## config.mk

```make
export PLATFORM = sky130hd
export DESIGN_NAME = opn_bus_writer
export DESIGN_NICKNAME = d
export VERILOG_FILES = /design/src/rtl/opn_bus_pkg.sv /design/src/rtl/opn_phase_cnt.sv /design/src/rtl/opn_bus_writer.sv
export SDC_FILE = /design/constraint.sdc
export NUM_CORES = 1
export LEC_CHECK = 0
export ABC_AREA = 1
export BUFFER_PORTS_ARGS = -buffer_cell sky130_fd_sc_hd__buf_2
export CORE_AREA = 2 2 60 76
export CTS_CLUSTER_SIZE = 28
export DETAILED_ROUTE_END_ITERATION = 7
export DIE_AREA = 0 0 62 78
export PLACE_DENSITY_LB_ADDON = 0.25
export SETUP_SLACK_MARGIN = 0.5
export SYNTH_ARGS = -nofsm -noshare
export SYNTH_HDL_FRONTEND = slang
export SYNTH_SLANG_ARGS = --single-unit
export TNS_END_PERCENT = 10
```

## constraint.sdc

```tcl
create_clock -name clk_i -period 4 [get_ports clk_i]
set_input_delay 0.8 -clock clk_i [delete_from_list [all_inputs] [get_ports clk_i]]
set_output_delay 0.8 -clock clk_i [all_outputs]
set_load 0.01 [all_outputs]
```

## src/rtl/opn_bus_pkg.sv

```systemverilog
// Shared definitions for the OPN bus writer: FSM encoding, register bases and status bits.
package opn_bus_pkg;

  // OPN register base addresses
  localparam logic [7:0] DTMUL = 8'h30;
  localparam logic [7:0] TL    = 8'h40;
  localparam logic [7:0] KSAR  = 8'h50;
  localparam logic [7:0] DR    = 8'h60;
  localparam logic [7:0] SR    = 8'h70;
  localparam logic [7:0] SLRR  = 8'h80;
  localparam logic [7:0] FBCON = 8'hB0;
  localparam logic [7:0] KEYON = 8'h28;
  localparam logic [7:0] MODE  = 8'h27;

  localparam int BUSY_BIT = 7;

  // ST_RESET keeps cmd_ready low until the first clk after reset is released
  typedef logic [3:0] opn_state_t;
  localparam opn_state_t ST_RESET   = 4'd0;
  localparam opn_state_t ST_IDLE    = 4'd1;
  localparam opn_state_t ST_A_SETUP = 4'd2;
  localparam opn_state_t ST_A_PULSE = 4'd3;
  localparam opn_state_t ST_A_HOLD  = 4'd4;
  localparam opn_state_t ST_D_SETUP = 4'd5;
  localparam opn_state_t ST_D_PULSE = 4'd6;
  localparam opn_state_t ST_D_HOLD  = 4'd7;
  localparam opn_state_t ST_SETTLE  = 4'd8;
  localparam opn_state_t ST_POLL    = 4'd9;

  function automatic int max4(input int a, input int b, input int c, input int d);
    int m;
    m = a;
    if (b > m) m = b;
    if (c > m) m = c;
    if (d > m) m = d;
    return m;
  endfunction

endpackage

```

## src/rtl/opn_phase_cnt.sv

```systemverilog
// Loadable cen-gated counter that steps toward LIMIT (down or up) and saturates there.
module opn_phase_cnt #(
  parameter int WIDTH    = 2,
  parameter bit COUNT_UP = 1'b0,
  parameter int LIMIT    = 1
) (
  input  logic             clk_i,
  input  logic             rst_i,
  input  logic             cen_i,
  input  logic             load_i,
  input  logic             en_i,
  input  logic [WIDTH-1:0] load_val_i,
  output logic [WIDTH-1:0] cnt_o,
  output logic             term_o
);

  localparam logic [WIDTH-1:0] LIMIT_V = WIDTH'(LIMIT);

  logic [WIDTH-1:0] cnt_q, cnt_d;

  // Load wins over stepping so a state can reload on the same edge it finishes
  always_comb begin
    cnt_d = cnt_q;
    if (load_i) begin
      cnt_d = load_val_i;
    end else if (cen_i && en_i) begin
      if (COUNT_UP) begin
        if (cnt_q < LIMIT_V) cnt_d = cnt_q + WIDTH'(1);
      end else begin
        if (cnt_q > LIMIT_V) cnt_d = cnt_q - WIDTH'(1);
      end
    end
  end

  always_ff @(posedge clk_i) begin
    if (rst_i) cnt_q <= '0;
    else       cnt_q <= cnt_d;
  end

  assign cnt_o  = cnt_q;
  assign term_o = (cnt_q == LIMIT_V);

endmodule

```

## src/rtl/opn_bus_writer.sv

```systemverilog
// Valid/ready command front end that drives the two-phase OPN CPU write and polls busy.
module opn_bus_writer
  import opn_bus_pkg::*;
#(
  parameter int SETUP_CYC   = 1,
  parameter int PULSE_CYC   = 1,
  parameter int HOLD_CYC    = 1,
  parameter int USE_BUSY    = 1,
  parameter int SETTLE_CYC  = 2,
  parameter int TIMEOUT_CYC = 1023
) (
  input  logic       clk_i,
  input  logic       rst_i,
  input  logic       cen_i,
  input  logic       cmd_valid_i,
  output logic       cmd_ready_o,
  input  logic [7:0] cmd_reg_i,
  input  logic [7:0] cmd_val_i,
  input  logic [7:0] opn_dout_i,
  output logic [7:0] opn_din_o,
  output logic       opn_addr_o,
  output logic       opn_cs_n_o,
  output logic       opn_wr_n_o,
  output logic       busy_o,
  output logic       done_o,
  output logic       timeout_err_o
);

  localparam int PH_MAX = max4(SETUP_CYC, PULSE_CYC, HOLD_CYC, SETTLE_CYC);
  localparam int PH_W   = $clog2(PH_MAX + 1);
  localparam int TO_W   = $clog2(TIMEOUT_CYC + 1);

  localparam logic [PH_W-1:0] PH_SETUP  = PH_W'(SETUP_CYC);
  localparam logic [PH_W-1:0] PH_PULSE  = PH_W'(PULSE_CYC);
  localparam logic [PH_W-1:0] PH_HOLD   = PH_W'(HOLD_CYC);
  localparam logic [PH_W-1:0] PH_SETTLE = PH_W'(SETTLE_CYC);

  opn_state_t state_q, state_d;
  logic [7:0] din_q, din_d;
  logic [7:0] val_q, val_d;
  logic       done_q, done_d;
  logic       to_err_q, to_err_d;

  logic            ph_load, ph_term;
  logic [PH_W-1:0] ph_val;
  logic [PH_W-1:0] ph_cnt_unused;
  logic            to_load, to_en, to_term;
  logic [TO_W-1:0] to_cnt_unused;
  logic            unused_dout;

  assign unused_dout = ^opn_dout_i[6:0];

  opn_phase_cnt #(.WIDTH(PH_W), .COUNT_UP(1'b0), .LIMIT(1)) u_phase_cnt (
    .clk_i      (clk_i),
    .rst_i      (rst_i),
    .cen_i      (cen_i),
    .load_i     (ph_load),
    .en_i       (1'b1),
    .load_val_i (ph_val),
    .cnt_o      (ph_cnt_unused),
    .term_o     (ph_term)
  );

  // Terminal one below TIMEOUT_CYC: the next busy sample is the one that times out
  opn_phase_cnt #(.WIDTH(TO_W), .COUNT_UP(1'b1), .LIMIT(TIMEOUT_CYC - 1)) u_timeout_cnt (
    .clk_i      (clk_i),
    .rst_i      (rst_i),
    .cen_i      (cen_i),
    .load_i     (to_load),
    .en_i       (to_en),
    .load_val_i ({TO_W{1'b0}}),
    .cnt_o      (to_cnt_unused),
    .term_o     (to_term)
  );

  always_comb begin
    state_d  = state_q;
    din_d    = din_q;
    val_d    = val_q;
    done_d   = 1'b0;
    to_err_d = 1'b0;
    ph_load  = 1'b0;
    ph_val   = '0;
    to_load  = 1'b0;
    to_en    = 1'b0;
    case (state_q)
      ST_RESET: state_d = ST_IDLE;
      ST_IDLE: begin
        if (cmd_valid_i) begin
          state_d = ST_A_SETUP;
          din_d   = cmd_reg_i;
          val_d   = cmd_val_i;
          ph_load = 1'b1;
          ph_val  = PH_SETUP;
        end
      end
      ST_A_SETUP: if (cen_i && ph_term) begin
        state_d = ST_A_PULSE;
        ph_load = 1'b1;
        ph_val  = PH_PULSE;
      end
      ST_A_PULSE: if (cen_i && ph_term) begin
        state_d = ST_A_HOLD;
        ph_load = 1'b1;
        ph_val  = PH_HOLD;
      end
      ST_A_HOLD: if (cen_i && ph_term) begin
        state_d = ST_D_SETUP;
        din_d   = val_q;
        ph_load = 1'b1;
        ph_val  = PH_SETUP;
      end
      ST_D_SETUP: if (cen_i && ph_term) begin
        state_d = ST_D_PULSE;
        ph_load = 1'b1;
        ph_val  = PH_PULSE;
      end
      ST_D_PULSE: if (cen_i && ph_term) begin
        state_d = ST_D_HOLD;
        ph_load = 1'b1;
        ph_val  = PH_HOLD;
      end
      ST_D_HOLD: if (cen_i && ph_term) begin
        if (USE_BUSY != 0) begin
          state_d = ST_SETTLE;
          ph_load = 1'b1;
          ph_val  = PH_SETTLE;
        end else begin
          state_d = ST_IDLE;
          done_d  = 1'b1;
        end
      end
      ST_SETTLE: if (cen_i && ph_term) begin
        state_d = ST_POLL;
        to_load = 1'b1;
      end
      ST_POLL: if (cen_i) begin
        if (!opn_dout_i[BUSY_BIT]) begin
          state_d = ST_IDLE;
          done_d  = 1'b1;
        end else if (to_term) begin
          state_d  = ST_IDLE;
          to_err_d = 1'b1;
        end else begin
          to_en = 1'b1;
        end
      end
      default: state_d = ST_IDLE;
    endcase
  end

  always_ff @(posedge clk_i) begin
    if (rst_i) begin
      state_q  <= ST_RESET;
      din_q    <= 8'h00;
      val_q    <= 8'h00;
      done_q   <= 1'b0;
      to_err_q <= 1'b0;
    end else begin
      state_q  <= state_d;
      din_q    <= din_d;
      val_q    <= val_d;
      done_q   <= done_d;
      to_err_q <= to_err_d;
    end
  end

  assign cmd_ready_o   = (state_q == ST_IDLE);
  assign busy_o        = (state_q != ST_IDLE) && (state_q != ST_RESET);
  assign opn_cs_n_o    = !(state_q inside {ST_A_SETUP, ST_A_PULSE, ST_A_HOLD,
                                           ST_D_SETUP, ST_D_PULSE, ST_D_HOLD});
  assign opn_wr_n_o    = !(state_q inside {ST_A_PULSE, ST_D_PULSE});
  assign opn_addr_o    = state_q inside {ST_D_SETUP, ST_D_PULSE, ST_D_HOLD};
  assign opn_din_o     = din_q;
  assign done_o        = done_q;
  assign timeout_err_o = to_err_q;

endmodule

```

==> summary.md <==
| Metric | Value |
|---|---|
| Seq cells post-synth | `34` |
| Clock Latency Late Sink | `0.29 ns` |
| Min Clock Period, post-route | `roughly 2.6 ns` |
| Crit-path cells | `inv_1 > nor2_1 > inv_1 > nor3_1 > a21oi_1 > buf_2` |
| Root Driver | `clkbuf_8` |
| Vias in the first global route | `approximately 1.6k` |
| TritonCTS clock tree | `yes` |
| Count of flip-flops with a built-in enable after synthesis | `0` |
| Seq/Total Area, Yosys | `37.6%` |
| Die width | `62 µm` |
| Hold buffer count at CTS | `0` |
| RD Place Congestion | `between 0.8 and 0.9` |
| Number of routed nets with antenna violations | `0` |
| Die area | `0.00484 mm²` |
| Final setup violation count | `0` |
| Most area-consuming cells after synthesis | `dfxtp_1, nand2_1, nand3_1` |
| Flop2flop setup slack | `around 2.0 ns` |
| Port bufs | `35` |
| Post-Syn Area | `0.00181 mm²` |
| Max-slew violations | `0` |
| Clock Sinks | `34` |
| # DRC | `0` |
| Worst setup EP type | `output pin` |
| Area Growth Syn to Fin | `15.1%` |
| First-pass DRT Iterations | `4` |
| Fmax | `378 MHz` |
| Worst R2R Path Depth | `6` |
| Max-Cap Viols | `0` |
| Critical path type | `reg2out` |
| Critical Path Start Type | `flop` |
| Layout fillers | `437` |
| Final Hold Violating Endpoints | `0` |
| WL final | `3.91 mm` |
| Fin Hold WS | `roughly 0.46 ns` |
| Top Ports | `43` |
| Worst setup path startpoint | `state_q[2]$_SDFFE_PP0P_` |
| Site row count | `26` |
| Per-cell routed wire length | `11.2 µm` |
| Avg Inst Size Synth | `between 6 and 7 µm²` |
| Antenna violations before repair | `0` |
| Die height | `78 µm` |
| First-pass GRT wire length | `approximately 6.7 mm` |
| GR Util met2 | `28.4%` |
| Total power | `about 1.1 mW` |
| WHS Path Cells | `2` |
| Multi-input gate area | `976 µm²` |
| Period utilisation layout | `66.2%` |
| Largest net degree at the start of global routing | `17` |
| Post-synth ARST share | `0%` |
| H-tree lvl count | `2` |
| Skew final | `0.00487 ns` |
| Starting Density | `44.5%` |
| Remaining Overflow, GRT | `0` |
| Synth warnings | `0` |
| Postcts setup bufs | `0` |
| Max_slew headroom | `a little under half` |
| DR iter-0 viols | `a little under 80` |
| Total core area | `about 0.004 mm²` |
| WHS Endpoint | `val_q[7]$_SDFFE_PP0P_` |
| Via count | `between 1.5k and 2k` |
| Tot GR Track Use | `18.2%` |
| RR Endpoint | `u_timeout_cnt.cnt_o[1]$_SDFFE_PP0P_` |
| Antenna diodes | `0` |
| Leak pwr | `0.901 nW` |
| Syn nets | `291` |
| Clock-pin slew on the worst setup and hold paths | `0.07 ns` |
| CP max stage delay | `0.54 ns` |
| Num CTS Buffers | `5` |
| CTS max path bufs | `2` |
| Commonest non-fill, non-tap cell in the layout | `nand2_1` |
| Met3 Track Usage GR | `5.17%` |
| Critical path required time | `3.20 ns` |
| Crit path max fanout | `12` |
| GRT busiest layer | `met2` |
| Largest area contributor in the netlist | `dfxtp_1` |
| Ys flop type | `dfxtp_1` |
| Max VDD drop | `0.000312 V` |
| Crit-path slowest cell | `nor2_1` |
| RSZ-0062 raised after global routing | `no` |
| Sequential cell area | `681 µm²` |
| Cell repeated most along the worst path | `inv_1` |
| CTS-repair resized insts | `0` |
| PwrDens | `537 mW/mm²` |
| Worst Min Path Start | `val_q[7]$_SDFFE_PP0P_` |
| Yosys top cell area share | `between 30 and 40%` |
| Library cells used by synthesis | `28` |
| Met1 usage | `between 20 and 25%` |
| Commonest cells after routing, fill and taps aside | `nand2_1, buf_2, dfxtp_1, nand3_1, a21oi_1` |
| Hpwl dp | `2.91 mm` |
| TNS Setup | `0 ns` |
| Worst-margin pin slew | `0.792 ns` |
| Outcome | `finished, final reports clean` |
| Layout cells sized above 1 | `18.4%` |
| Nets | `324` |
| Critical Path AT | `roughly 1.9 ns` |
| Hold crit path type | `reg2reg` |
| Mapped Cells | `260` |
| Origin of the critical flop-to-flop path | `state_q[0]$_SDFFE_PP0P_` |
| Vias per cell | `4.88` |
area by class of cell:
| class | instances | area share, % |
|---|---|---|
| clock buffers | 6 | 3.96 |
| clock inverters | 2 | 0.601 |
| repair buffers | 35 | 8.41 |
| well taps | 56 | 3.36 |
| inverters | 23 | 4.14 |
| multi-input cells | 194 | 46.8 |
| flip-flops and latches | 34 | 32.7 |
critical path, delay by kind of cell (launching register included):
family                 cells  cell delay, ns
DFF                        1            0.37
AOI/OAI and AO/OA          1            0.06
buffers and inverters      3            0.41
and+or+nand+nor            2            0.72
per-layer routing:
metal	vias to the layer above	routed length [µm]
met1	744	1750
met3	7	167
met5	-	0
met2	33	1910
li1	925	-
met4	0	81
logic make-up after synthesis:
group	Yosys count	synth area share, %
flip-flops	34	37.6
buffers and inverters	32	8.50
AO/OA/AOI/OAI	48	14.4
adder cells (fa/ha/maj)	3	2.07
AND/OR/NAND/NOR	137	34.5
XOR/XNOR	6	2.90
worst max path at each step:
stage	end	slack, ns
floorplan	opn_addr_o	2.34
global placement	opn_wr_n_o	1.70
detailed placement	opn_wr_n_o	1.66
CTS	opn_wr_n_o	1.34
global route	opn_wr_n_o	1.14
finish	opn_wr_n_o	1.35
sequential cells by signal, indices dropped and copies added (netlist names):
name	count
state_q	4
done_o	1
u_timeout_cnt.cnt_o	10
val_q	8
u_phase_cnt.cnt_o	2
opn_din_o	8
timeout_err_o	1
synthesized netlist by cell type, types with 2 or more instances:
cell type and n:
xor2_1 3, nand2_2 2, nand3_1 30, dfxtp_1 34, inv_1 22, buf_2 3, nor2_1 21, nand4_1 5
nand2_1 69, nor3_1 2, ha_1 3, a31oi_1 9, xnor2_1 3, buf_6 3, o21ai_0 12, nor2_2 2
a21oi_1 24, nand2_4 3
stage by stage:
stage	instances	instance area (µm²)	util [%]	setup slack (ns)
floorplan	260	1810	-	2.34
global placement	342	1990	48.9	1.70
detailed placement	342	1990	48.9	1.66
CTS	350	2080	51.2	1.34
global route	350	2080	51.2	1.14
finish	350	2080	51.2	1.35
power by group:
group	internal [mW]	leakage, nW	switching, mW
clock	0.138	0.0472	0.131
combinational	0.149	0.578	0.262
sequential	0.395	0.276	0.0435
Power figures use the tool's default switching activity.
